<file path="src/rtl/regfile_wb_arbiter_if.sv">
// regfile_wb_arbiter_if: writeback request, scoreboard query and register-file write bundle.
interface regfile_wb_arbiter_if #(parameter int NREQ = 3);
    logic [NREQ-1:0]    Req;
    logic [5*NREQ-1:0]  ReqAddr;
    logic [32*NREQ-1:0] ReqData;
    logic [NREQ-1:0]    Ack;
    logic               ResvValid;
    logic [4:0]         ResvAddr;
    logic               Flush;
    logic [4:0]         RsAddr;
    logic [4:0]         RtAddr;
    logic               RsBusy;
    logic               RtBusy;
    logic               RsBypass;
    logic               RtBypass;
    logic [31:0]        BypData;
    logic               RegWrite;
    logic [4:0]         RdAddr;
    logic [31:0]        RdData;
    modport master (
        output Req, ReqAddr, ReqData, ResvValid, ResvAddr, Flush, RsAddr, RtAddr,
        input  Ack, RsBusy, RtBusy, RsBypass, RtBypass, BypData, RegWrite, RdAddr, RdData
    );
    modport slave (
        input  Req, ReqAddr, ReqData, ResvValid, ResvAddr, Flush, RsAddr, RtAddr,
        output Ack, RsBusy, RtBusy, RsBypass, RtBypass, BypData, RegWrite, RdAddr, RdData
    );
endinterface

</file>
<file path="src/rtl/regfile_wb_arbiter.sv">
// regfile_wb_arbiter: round-robin writeback arbiter with pending-write scoreboard.
// Define WB_BYPASS_EN to expose the registered write as a same-cycle bypass.
module regfile_wb_arbiter #(
    parameter int NREQ = 3
) (
    input logic                 Clock,
    input logic                 Reset,
    regfile_wb_arbiter_if.slave bus
);
    localparam int PW = (NREQ > 1) ? $clog2(NREQ) : 1;
    logic [PW-1:0]   last;
    logic [PW-1:0]   gidx;
    logic [PW-1:0]   cand;
    logic            found;
    logic [NREQ-1:0] ack;
    logic [4:0]      gaddr;
    logic [31:0]     gdata;
    logic [31:0]     sb;
    logic [31:0]     sb_next;
    logic [31:0]     clr;
    logic [31:0]     set;
    logic            reg_write;
    logic [4:0]      rd_addr;
    logic [31:0]     rd_data;
    logic            rs_byp;
    logic            rt_byp;
    // Search begins one past the last winner so every requester gets a turn.
    always_comb begin
        ack   = '0;
        found = 1'b0;
        gidx  = last;
        cand  = '0;
        gaddr = '0;
        gdata = '0;
        for (int k = 1; k <= NREQ; k++) begin
            cand = PW'((int'(last) + k) % NREQ);
            if (!found && bus.Req[cand]) begin
                found = 1'b1;
                gidx  = cand;
            end
        end
        for (int k = 0; k < NREQ; k++) begin
            if (found && gidx == PW'(k)) begin
                ack[k] = 1'b1;
                gaddr  = bus.ReqAddr[5*k +: 5];
                gdata  = bus.ReqData[32*k +: 32];
            end
        end
    end
    // A same-edge reservation re-arms the bit, even across a clear or flush.
    always_comb begin
        clr     = found ? (32'd1 << gaddr) : '0;
        set     = bus.ResvValid ? (32'd1 << bus.ResvAddr) : '0;
        sb_next = ((bus.Flush ? '0 : (sb & ~clr)) | set) & ~32'd1;
    end
    always_ff @(posedge Clock or posedge Reset) begin
        if (Reset) begin
            reg_write <= 1'b0;
            rd_addr   <= '0;
            rd_data   <= '0;
            last      <= PW'(NREQ - 1);
            sb        <= '0;
        end else begin
            reg_write <= found && gaddr != 5'd0;
            sb        <= sb_next;
            if (found) begin
                rd_addr <= gaddr;
                rd_data <= gdata;
                last    <= gidx;
            end
        end
    end
`ifdef WB_BYPASS_EN
    always_comb begin
        rs_byp = reg_write && rd_addr == bus.RsAddr && bus.RsAddr != 5'd0;
        rt_byp = reg_write && rd_addr == bus.RtAddr && bus.RtAddr != 5'd0;
    end
    assign bus.BypData = rd_data;
`else
    always_comb begin
        rs_byp = 1'b0;
        rt_byp = 1'b0;
    end
    assign bus.BypData = '0;
`endif
    assign bus.Ack      = ack;
    assign bus.RsBusy   = sb[bus.RsAddr] && !rs_byp;
    assign bus.RtBusy   = sb[bus.RtAddr] && !rt_byp;
    assign bus.RsBypass = rs_byp;
    assign bus.RtBypass = rt_byp;
    assign bus.RegWrite = reg_write;
    assign bus.RdAddr   = rd_addr;
    assign bus.RdData   = rd_data;
endmodule

</file>
<file path="src/flat_wrapper.sv">
// flat-port wrapper written by rule: the top's interface ports become plain ports
module regfile_wb_arbiter_flat 
#(
    parameter int NREQ = 3
)
  (Clock, Reset, bus_Req, bus_ReqAddr, bus_ReqData, bus_ResvValid, bus_ResvAddr, bus_Flush, bus_RsAddr, bus_RtAddr, bus_Ack, bus_RsBusy, bus_RtBusy, bus_RsBypass, bus_RtBypass, bus_BypData, bus_RegWrite, bus_RdAddr, bus_RdData);
  regfile_wb_arbiter_if #(.NREQ(NREQ)) bus_i ();
  input logic Clock;
  input logic Reset;
  input wire logic [$bits(bus_i.Req)-1:0] bus_Req;
  input wire logic [$bits(bus_i.ReqAddr)-1:0] bus_ReqAddr;
  input wire logic [$bits(bus_i.ReqData)-1:0] bus_ReqData;
  input wire logic [$bits(bus_i.ResvValid)-1:0] bus_ResvValid;
  input wire logic [$bits(bus_i.ResvAddr)-1:0] bus_ResvAddr;
  input wire logic [$bits(bus_i.Flush)-1:0] bus_Flush;
  input wire logic [$bits(bus_i.RsAddr)-1:0] bus_RsAddr;
  input wire logic [$bits(bus_i.RtAddr)-1:0] bus_RtAddr;
  output wire logic [$bits(bus_i.Ack)-1:0] bus_Ack;
  output wire logic [$bits(bus_i.RsBusy)-1:0] bus_RsBusy;
  output wire logic [$bits(bus_i.RtBusy)-1:0] bus_RtBusy;
  output wire logic [$bits(bus_i.RsBypass)-1:0] bus_RsBypass;
  output wire logic [$bits(bus_i.RtBypass)-1:0] bus_RtBypass;
  output wire logic [$bits(bus_i.BypData)-1:0] bus_BypData;
  output wire logic [$bits(bus_i.RegWrite)-1:0] bus_RegWrite;
  output wire logic [$bits(bus_i.RdAddr)-1:0] bus_RdAddr;
  output wire logic [$bits(bus_i.RdData)-1:0] bus_RdData;
  assign bus_i.Req = bus_Req;
  assign bus_i.ReqAddr = bus_ReqAddr;
  assign bus_i.ReqData = bus_ReqData;
  assign bus_i.ResvValid = bus_ResvValid;
  assign bus_i.ResvAddr = bus_ResvAddr;
  assign bus_i.Flush = bus_Flush;
  assign bus_i.RsAddr = bus_RsAddr;
  assign bus_i.RtAddr = bus_RtAddr;
  assign bus_Ack = bus_i.Ack;
  assign bus_RsBusy = bus_i.RsBusy;
  assign bus_RtBusy = bus_i.RtBusy;
  assign bus_RsBypass = bus_i.RsBypass;
  assign bus_RtBypass = bus_i.RtBypass;
  assign bus_BypData = bus_i.BypData;
  assign bus_RegWrite = bus_i.RegWrite;
  assign bus_RdAddr = bus_i.RdAddr;
  assign bus_RdData = bus_i.RdData;
  regfile_wb_arbiter #(.NREQ(NREQ)) u_core (.Clock(Clock), .Reset(Reset), .bus(bus_i));
endmodule
</file>
<file path="config.mk">
export PLATFORM = sky130hd
export DESIGN_NAME = regfile_wb_arbiter_flat
export DESIGN_NICKNAME = d
export VERILOG_FILES = /design/src/rtl/regfile_wb_arbiter_if.sv /design/src/rtl/regfile_wb_arbiter.sv /design/src/flat_wrapper.sv
export SDC_FILE = /design/constraint.sdc
export NUM_CORES = 1
export LEC_CHECK = 0
export CAP_MARGIN = 20
export CORE_UTILIZATION = 30
export DETAILED_ROUTE_END_ITERATION = 8
export PLACE_DENSITY = 0.72
export RECOVER_POWER = 25
export SYNTH_ARGS = -nofsm -noshare
export SYNTH_HDL_FRONTEND = slang
export SYNTH_SLANG_ARGS = --single-unit
</file>
<file path="constraint.sdc">
create_clock -name Clock -period 5.2 [get_ports Clock]
set_input_delay 1.04 -clock Clock [delete_from_list [all_inputs] [get_ports Clock]]
set_output_delay 1.04 -clock Clock [all_outputs]
set_load 0.02 [all_outputs]
</file>
== After elaboration in Yosys (flattened, before gate mapping) ==
Cells that the tools add are included.
Word-level totals
  register bits after elaboration: 71
  bits in latches: 0
  memory bits (writable): 0
  bits in read-only memories: 0
  bits of input ports: 133
  output and inout port bits: 77
  word-level logic and storage cells: 61
  memories: 0
Cells by class
  $add $sub $neg: 3
  multipliers: 0
  div/mod/pow operators: 3
  magnitude comparators: 5
  eq/ne operators: 2
  shift-type cells: 2
  mux-type cells: 28
  bitwise logic cells: 3
  reductions and logical operators: 10
Operator list (number)
  2-to-1 mux 32 bit: 6
  modulo 32 x 3 -> 32 bit, second input constant: 3
  left shift 1 x 5 -> 32 bit, first input constant: 2
  bitwise AND 32 bit: 1
  NOT 32 bit: 1
  bitwise OR 32 bit: 1
  2-to-1 mux 5 bit: 3
  < comparator 5 x 6 -> 1 bit, second input constant: 2
  2-to-1 mux 1 bit: 11
  binary-select mux 1 bit (select 5 bit): 2
  < comparator 2 x 3 -> 1 bit, second input constant: 3
  adder 2 x 2 -> 3 bit, second input constant: 2
  binary-select mux 1 bit (select 2 bit): 3
  logical AND 1 bit: 6
  2-to-1 mux 2 bit: 3
  nonzero test 5 bit: 1
  adder 2 x 1 -> 3 bit, second input constant: 1
  == test 2 x 1 -> 1 bit, second input constant: 1
  == test 2 bit, second input constant: 1
  logical NOT 1 bit: 2
  logical NOT 2 bit: 1

== Logic depth before layout (Yosys ltp) ==
Gate-level depths: netlist of run 1.
  depth in word-level cells: 22
  mapped depth: 13

== Worst setup path after synthesis of run 1 ==
OpenSTA, ideal clock, no wires.
  kind: input to output
  from: input bus_RsAddr[0]
  to: output bus_RsBusy
  arrival time: 2.775 ns
  data required time: 4.160 ns
  slack: 1.385 ns
  stages on the path: 4
  buffers on the path: 1
  cell sequence: clkbuf_1 > mux4_2 > mux4_2 > mux2_2
On the way
  longest elaborated chain between the ends: 2
Ends and longest elaborated chain
  from (decl): line flat_wrapper.sv:16  | input wire logic [$bits(bus_i.RsAddr)-1:0] bus_RsAddr;
  binary-select mux 1 bit (select 5 bit): line regfile_wb_arbiter.sv:87  | assign bus.RsBusy = sb[bus.RsAddr] && !rs_byp;
  2-to-1 mux 1 bit (not written as such): line regfile_wb_arbiter.sv:87
  to (decl): line flat_wrapper.sv:19  | output wire logic [$bits(bus_i.RsBusy)-1:0] bus_RsBusy;
Every way passes these cells. The select of a mux whose other input is x is not followed.

== Worst setup path after layout of run 1 ==
  from: input bus_RtAddr[0]
  to: output bus_RtBusy
On the way
  longest elaborated chain between the ends: 2
Ends and longest elaborated chain
  from (decl): line flat_wrapper.sv:17  | input wire logic [$bits(bus_i.RtAddr)-1:0] bus_RtAddr;
  binary-select mux 1 bit (select 5 bit): line regfile_wb_arbiter.sv:88  | assign bus.RtBusy = sb[bus.RtAddr] && !rt_byp;
  2-to-1 mux 1 bit (not written as such): line regfile_wb_arbiter.sv:88
  to (decl): line flat_wrapper.sv:20  | output wire logic [$bits(bus_i.RtBusy)-1:0] bus_RtBusy;
Every way passes these cells. The select of a mux whose other input is x is not followed.

==> impl_results.rst, run 1 <==
.. list-table::
   :header-rows: 1

   * - Metric
     - Value
   * - Row count
     - 45
   * - Data required time of the worst path
     - 4160 ps
   * - Non-filler cells in the finished layout
     - 948
   * - # hold bufs at CTS
     - 0
   * - Worst Path Arrival
     - 3720 ps
   * - Number of failing setup endpoints in the final timing report
     - 0
   * - Number of sinks handled by clock tree synthesis
     - 71
   * - Setup TNS
     - 0 ps
   * - Core Area
     - 0.0154 mm²
   * - Most common cell after layout, fill and taps aside
     - sky130_fd_sc_hd__clkdlybuf4s50_1
   * - Final Util
     - 44.8%
   * - Die span in y
     - 129 µm
   * - Worst setup path startpoint
     - bus_RtAddr[0]
   * - Final WS setup
     - 441 ps
   * - Unrepaired setup endpoints after global routing
     - no
   * - Boundary pin count
     - 210
   * - Placed Instance Area
     - 0.00661 mm²
   * - Maximum fanout count along the critical path
     - 9
   * - Count of endpoints failing hold in the final timing report
     - 0
   * - Max Buffers Root-to-Sink
     - 2
   * - Ys flop type
     - sky130_fd_sc_hd__dfrtp_1
   * - Result of the run
     - finished, violations left
   * - Critical setup path kind
     - input port to output pin
   * - Worst Max-Slew Pin Slew
     - 1670 ps
   * - Cell area after technology mapping
     - 0.00482 mm²
   * - Syn_area_per_cell
     - 8.41 µm²
   * - Leak Pwr
     - 2.88 nW
   * - HPWL after detailed placement
     - 11.6 mm
   * - First-pass GRT wire length
     - 25.2 mm
   * - Initial core utilization
     - 31.2%
   * - Number of CTS-inserted buffers
     - 9
   * - Total grt overflow
     - 0
   * - Yosys top cell by area
     - sky130_fd_sc_hd__dfrtp_1
   * - Number of flip-flops and latches in the synthesized netlist
     - 71
   * - Ordered cell list for the critical path
     - clkdlybuf4s50_1 > mux4_2 > mux4_2 > mux2_2 > clkdlybuf4s50_1
   * - Count of H-tree levels built during CTS
     - 3
   * - DR vias/cell
     - 5.03
   * - Routability congestion estimate
     - 0.937
   * - Cell count after synthesis
     - 573
   * - Clock skew
     - 5.31 ps
   * - Number of instances in the placed design
     - 932
   * - Maximum VDD drop
     - 786 µV
   * - Share of the yosys chip area belonging to registers
     - 36.9%
   * - Pre-Repair DR Iteration Count
     - 4
   * - Synthesis warning total
     - 0
   * - Total detailed-routing wirelength
     - 15.8 mm
   * - Antenna viol nets, final
     - 0
   * - Vias in the first global route
     - 4,691
   * - Min-delay worst type
     - flip-flop to flip-flop
   * - Net count, final
     - 869
   * - Share of flip-flops with an asynchronous set or reset
     - 100%
   * - Max-Slew Margin vs Limit
     - -11.5%
   * - Initial DRC count
     - 352
   * - Setup Slack @ Placement
     - 415 ps
   * - Clock-pin slew reported for the worst setup and hold paths after clock tree synthesis
     - 60 ps
   * - Area share of the largest cell type after synthesis
     - 36.3%
   * - Commonest non-fill, non-tap cells in the layout
     - 170 x sky130_fd_sc_hd__clkdlybuf4s50_1, 168 x sky130_fd_sc_hd__nand2_1, 74 x sky130_fd_sc_hd__o21ai_0, 70 x sky130_fd_sc_hd__dfrtp_1, 34 x sky130_fd_sc_hd__conb_1
   * - Max Transition Viols Final
     - 44
   * - Count of flip-flops with a built-in enable after synthesis
     - 0
   * - Chip width
     - 129 µm
   * - Pwr dens
     - 732 mW/mm²
   * - # Max-Cap Violations
     - 1
   * - Post-layout minimum cycle time
     - 4760 ps
   * - Port buffer count
     - 175
   * - Antenna diodes
     - 0
   * - Clock Tree Root
     - sky130_fd_sc_hd__clkbuf_16
   * - Endpoint class of the critical path
     - output pin
   * - CTS resizes
     - 0
   * - Buffer count from post-CTS setup fixing
     - 0
   * - Pin count of the biggest net entering global routing
     - 44
   * - Slowest cell on the critical path
     - sky130_fd_sc_hd__clkdlybuf4s50_1
   * - Overall track demand over capacity in global routing
     - 20.0%
   * - Layout overhead on the synthesized area
     - 43.3%
   * - Clock tree from TritonCTS
     - done
   * - Number of filler cells placed in the layout
     - 1,547
   * - Final worst-path cycle share
     - 91.5%
   * - Share of layout cells above drive strength 1
     - 9.23%
   * - Die Area
     - 0.0166 mm²
   * - Finished layout cell area
     - 0.00691 mm²
   * - Clock latency at the later pin of the worst-skew pair
     - 330 ps
   * - Max Clk Rate
     - 210 MHz
   * - Vias
     - 4,766
   * - Worst min-delay path startpoint
     - u_core.bus.RdData[13]
   * - Cell types occupying the most area after synthesis
     - sky130_fd_sc_hd__dfrtp_1 36%, sky130_fd_sc_hd__nand2_1 13%, sky130_fd_sc_hd__mux4_2 8.4%
   * - Antenna violations before repair
     - 0
   * - Startpoint of the lowest-slack register-to-register path
     - u_core.last[1]
   * - Final routed DRC violation total
     - 0
   * - Routed len/inst
     - 16.6 µm
   * - Violated checks
     - max-capacitance violations, max-slew violations
   * - Startpoint type of the worst setup path
     - input port
   * - Largest stage delay on the critical path
     - 800 ps
   * - Number of distinct library cells after synthesis
     - 57
[stage by stage]
| stage | total power, mW | hold WS [ps] |
|---|---|---|
| after floorplan | 3.35 | 467 |
| after global placement | 4.41 | 457 |
| after detailed placement | 4.44 | 462 |
| after CTS | 5.09 | 475 |
| after global routing | 5.54 | 476 |
| final | 5.05 | 470 |
[path summary, 6_finish.rpt]
| path | end | cells after the start | slack [ps] |
|---|---|---|---|
| setup / recovery | bus_RtBusy | 5 | 440 |
| hold / removal | u_core.bus.RdData[13] | 2 | 470 |
| setup reg to reg | u_core.sb[12] | 10 | 1440 |
| hold reg to reg | u_core.bus.RdData[13] | 2 | 470 |
| max in group asynchronous | u_core.bus.RdData[3] | 3 | 2340 |
| min in group asynchronous | u_core.bus.RdData[24] | 2 | 1680 |
[area by class of cell]
type                    instances  area [µm²]  share of cell area [%]
flip-flops and latches         71        1780                    25.7
multi-input cells             456        2710                    39.3
well taps                     211         264                    3.82
clock buffers                  15         268                    3.88
repair buffers                184        1820                    26.3
inverters                      10        37.5                   0.543
clock inverters                 1        30.0                   0.435
[cell usage after synthesis, types with 3 or more instances]
| library cell | number |
|---|---|
| sky130_fd_sc_hd__ha_1 | 4 |
| sky130_fd_sc_hd__or2_1 | 3 |
| sky130_fd_sc_hd__buf_4 | 34 |
| sky130_fd_sc_hd__a22oi_2 | 3 |
| sky130_fd_sc_hd__a21o_1 | 4 |
| sky130_fd_sc_hd__mux4_2 | 18 |
| sky130_fd_sc_hd__or3b_2 | 3 |
| sky130_fd_sc_hd__buf_6 | 4 |
| sky130_fd_sc_hd__nor3_1 | 7 |
| sky130_fd_sc_hd__nor4_1 | 12 |
| sky130_fd_sc_hd__clkbuf_1 | 23 |
| sky130_fd_sc_hd__a31oi_1 | 10 |
| sky130_fd_sc_hd__nand3b_1 | 6 |
| sky130_fd_sc_hd__o22ai_1 | 16 |
| sky130_fd_sc_hd__o21ai_0 | 74 |
| sky130_fd_sc_hd__o2bb2ai_1 | 4 |
| sky130_fd_sc_hd__dfrtp_1 | 70 |
| sky130_fd_sc_hd__o21bai_1 | 3 |
| sky130_fd_sc_hd__a41oi_1 | 4 |
| sky130_fd_sc_hd__nand3_1 | 3 |
| sky130_fd_sc_hd__nor2_1 | 32 |
| sky130_fd_sc_hd__nand2_1 | 168 |
| sky130_fd_sc_hd__a22oi_1 | 9 |
| sky130_fd_sc_hd__o21ai_1 | 4 |
| sky130_fd_sc_hd__buf_2 | 7 |
| sky130_fd_sc_hd__inv_1 | 9 |
| sky130_fd_sc_hd__mux2_2 | 4 |
[registers in the layout, summed over array words and instances, names as in the netlist]
register	count
u_core.bus.RdData	32
u_core.last	2
u_core.bus.RegWrite	1
u_core.bus.RdAddr	5
u_core.sb	31
[power by group]
group / leakage (nW) / switching, mW / total [mW] / internal (mW)
Combinational: 1.83 / 2.23 / 3.50 / 1.27
Clock: 0.144 / 0.225 / 0.623 / 0.399
Sequential: 0.904 / 0.141 / 0.931 / 0.790
Total: 2.88 / 2.60 / 5.05 / 2.46
[per-layer routing]
metal | track usage (%) | share of wire [%] | vias up | routed length [µm]
met5 | 0 | 0 | - | 0
met4 | 8.51 | 2.9 | 0 | 459
met3 | 5.82 | 8.4 | 38 | 1330
met2 | 32.0 | 47 | 248 | 7410
met1 | 25.3 | 42 | 2206 | 6560
li1 | - | - | 2274 | -
[critical path: cells and delay by family]
| family | cells | cell delay (ps) |
|---|---|---|
| buffers and inverters | 2 | 1330 |
| multiplexers | 3 | 1340 |
[kinds of logic (layout without fill, tap and decap cells)]
family,after synthesis,after routing,synth area share (%)
and+or+nand+nor,246,246,22.2
AOI/OAI and AO/OA,147,147,19.9
buffers and inverters,79,210,9.60
DFF,71,71,36.9
muxes,25,25,10.3
adders and majority gates,4,4,1.04
other,1,34,0.0778
No activity file was read; power rests on OpenSTA's default activity.
==> inputs of run 2 (changes only) <==
- GPL_TIMING_DRIVEN: not set -> 0
- clock period: 5.2 -> 5.05 ns (I/O delays scaled with it)
==> impl_results.rst, run 2 (synthesis results as in run 1) <==
.. list-table::
   :header-rows: 1

   * - Metric
     - Value
   * - Slowest cell on the critical path
     - sky130_fd_sc_hd__clkdlybuf4s50_1
   * - Overall track demand over capacity in global routing
     - 19.4% (-0.67 points)
   * - # hold bufs at CTS
     - 0 (unchanged)
   * - Clock Tree Root
     - sky130_fd_sc_hd__clkbuf_16
   * - Initial DRC count
     - 436 (+24%)
   * - Busiest layer in global routing
     - met2
   * - Finished layout cell area
     - 0.00722 mm² (+4.5%)
   * - Routed len/inst
     - 15.6 µm (-6.1%)
   * - Worst path bufs/invs
     - 3 (+1)
   * - Setup TNS
     - 0 ps (unchanged)
   * - Clock latency at the later pin of the worst-skew pair
     - 330 ps (about the same)
   * - Max Buffers Root-to-Sink
     - 2 (unchanged)
   * - Result of the run
     - finished, violations left
   * - Most common cell after layout, fill and taps aside
     - sky130_fd_sc_hd__clkdlybuf4s50_1
   * - Placed Instance Area
     - 0.00695 mm² (+5.1%)
   * - Worst reg2reg endpoint
     - u_core.sb[17]
   * - Antenna viol nets, final
     - 0 (unchanged)
   * - Pre-Repair DR Iteration Count
     - 5 (+1)
   * - # Max-Cap Violations
     - 1 (unchanged)
   * - Leak Pwr
     - 3.08 nW (+7.0%)
   * - DR vias/cell
     - 4.86 (-3.4%)
   * - Number of CTS-inserted buffers
     - 9 (unchanged)
   * - Final hold slack
     - 473 ps (+3.18 ps)
   * - CP top delay family
     - buffers and inverters
   * - Chip width
     - 129 µm (unchanged)
   * - Cell mode on critical path
     - sky130_fd_sc_hd__clkdlybuf4s50_1
   * - Clock skew
     - 2.78 ps (-2.53 ps)
   * - Number of instances in the placed design
     - 989 (+6.1%)
   * - Max Transition Viols Final
     - 70 (+59%)
   * - HPWL after detailed placement
     - 12.2 mm (+4.6%)
   * - Violated checks
     - max-capacitance violations, max-slew violations
   * - Share of layout cells above drive strength 1
     - 13.8% (+4.6 points)
   * - Worst hold endpoint
     - u_core.bus.RdData[15]
   * - CTS resizes
     - 0 (unchanged)
   * - Pwr dens
     - 738 mW/mm² (+0.93%)
   * - Maximum fanout count along the critical path
     - 10 (+1)
   * - Startpoint type of the worst setup path
     - input port
   * - Final routed DRC violation total
     - 0 (unchanged)
   * - Hold path cells
     - 2 (unchanged)
   * - Total detailed-routing wirelength
     - 15.6 mm (-0.74%)
   * - Port buffer count
     - 171 (-2.3%)
   * - Min-delay worst type
     - flip-flop to flip-flop
   * - GR Util met3
     - 5.45% (-0.37 points)
   * - Data required time of the worst path
     - 4040 ps (-120 ps)
   * - First-pass GRT wire length
     - 24.4 mm (-3.4%)
   * - Final worst-path cycle share
     - 94.1%
   * - Overall power
     - 5.33 mW (+5.4%)
   * - Worst Path Arrival
     - 3740 ps (+20 ps)
   * - Pin count of the biggest net entering global routing
     - 70 (+59%)
   * - Max-Slew Margin vs Limit
     - -18.5% (-7.0 points)
   * - R2R Setup Slk
     - 1510 ps (+70 ps)
   * - Count of endpoints failing hold in the final timing report
     - 0 (unchanged)
   * - Net count, final
     - 923 (+6.2%)
   * - Final WS setup
     - 296 ps (-145 ps)
   * - Post-layout minimum cycle time
     - 4750 ps
   * - Row count
     - 45 (unchanged)
   * - Critical setup path kind
     - input port to output pin
   * - Commonest non-fill, non-tap cells in the layout
     - 170 x sky130_fd_sc_hd__clkdlybuf4s50_1, 168 x sky130_fd_sc_hd__nand2_1, 74 x sky130_fd_sc_hd__o21ai_0, 70 x sky130_fd_sc_hd__dfrtp_1
   * - Met1 Usage GRT
     - 23.9% (-1.4 points)
   * - Clock tree from TritonCTS
     - done
   * - Depth of the most critical reg-to-reg path
     - 12 (+2)
   * - Final Util
     - 46.8% (+2.0 points)
   * - Number of sinks handled by clock tree synthesis
     - 71 (unchanged)
   * - Core Area
     - 0.0154 mm² (unchanged)
   * - Initial core utilization
     - 31.2% (unchanged)
   * - Buffer count from post-CTS setup fixing
     - 0 (unchanged)
   * - Largest stage delay on the critical path
     - 580 ps (-220 ps)
   * - Max reg flops
     - 32 (unchanged)
   * - Antenna diodes
     - 0 (unchanged)
   * - Die span in y
     - 129 µm (unchanged)
   * - Clock-pin slew reported for the worst setup and hold paths after clock tree synthesis
     - 60 ps (about the same)
   * - Total grt overflow
     - 0 (unchanged)
   * - Setup Slack @ Placement
     - 79.0 ps (-336 ps)
   * - Boundary pin count
     - 210 (unchanged)
   * - Number of failing setup endpoints in the final timing report
     - 0 (unchanged)
   * - Worst Max-Slew Pin Slew
     - 1780 ps (+107 ps)
   * - Die Area
     - 0.0166 mm² (unchanged)
   * - Count of H-tree levels built during CTS
     - 3 (unchanged)
   * - Unrepaired setup endpoints after global routing
     - no
   * - Antenna violations before repair
     - 0 (unchanged)
   * - Max Clk Rate
     - 210 MHz
   * - Grt met2 use
     - 32.5% (+0.51 points)
   * - Worst min-delay path startpoint
     - u_core.bus.RdData[15]
   * - Routability congestion estimate
     - 0.860 (-8.2%)
   * - Endpoint class of the critical path
     - output pin
   * - Non-filler cells in the finished layout
     - 1,002 (+5.7%)
   * - Layout overhead on the synthesized area
     - 49.7%
   * - Startpoint of the lowest-slack register-to-register path
     - u_core.last[1]
   * - Vias
     - 4,865 (+2.1%)
   * - Vias in the first global route
     - 4,618 (-1.6%)
   * - Maximum VDD drop
     - 417 µV (-47%)
   * - Ordered cell list for the critical path
     - clkdlybuf4s50_1 > mux2i_1 > o21ai_2 > o311ai_4 > a21oi_2 > clkbuf_1 > nor2b_1 > clkdlybuf4s50_1
## run 2: routing by layer
metal | vias to the layer above | share of wire (%) | routed length (µm)
met3 | 15 | 8.6 | 1350
met5 | - | 0 | 0
met2 | 214 | 49 | 7700
met1 | 2253 | 41 | 6360
li1 | 2383 | - | -
met4 | 0 | 1.5 | 235
## run 2: report_power, final
part / internal, mW / switching, mW / leakage [nW]
logic: 1.38 / 2.35 / 2.03
registers: 0.814 / 0.143 / 0.904
clock network: 0.393 / 0.244 / 0.144
## run 2: worst max-delay path by stage
stage / startpoint / endpoint / slack [ps] / depth (start not counted)
finish: bus_Req[1] / bus_Ack[0] / 300 / 8
detailed placement: bus_Req[1] / bus_Ack[0] / 80 / 8
floorplan: bus_RsAddr[0] / bus_RsBusy / 1300 / 4
CTS: bus_Req[1] / bus_Ack[0] / 60 / 8
global placement: bus_Req[1] / bus_Ack[0] / 80 / 8
global route: bus_Req[1] / bus_Ack[0] / 130 / 8
## run 2: worst register-to-register path, stage by stage, from the launching register on
cell,delay (ps)
sky130_fd_sc_hd__dfstp_2,540
sky130_fd_sc_hd__inv_1,60
sky130_fd_sc_hd__ha_1,230
sky130_fd_sc_hd__mux2i_1,160
sky130_fd_sc_hd__o21ai_2,320
sky130_fd_sc_hd__o311ai_2,210
sky130_fd_sc_hd__a22oi_2,270
sky130_fd_sc_hd__buf_2,440
sky130_fd_sc_hd__a22oi_2,160
sky130_fd_sc_hd__or2_1,250
sky130_fd_sc_hd__buf_6,150
sky130_fd_sc_hd__o41ai_1,450
sky130_fd_sc_hd__o22ai_1,160
## run 2: cell type report
class,count,area (µm²)
Inverter,10,38.8
Timing Repair Buffer,172,1720
Tap cell,211,264
Sequential cell,71,1780
Multi-Input combinational cell,456,2710
Clock buffer,10,239
Buffer,66,414
Fill cell,1516,8210
Clock inverter,6,60.1
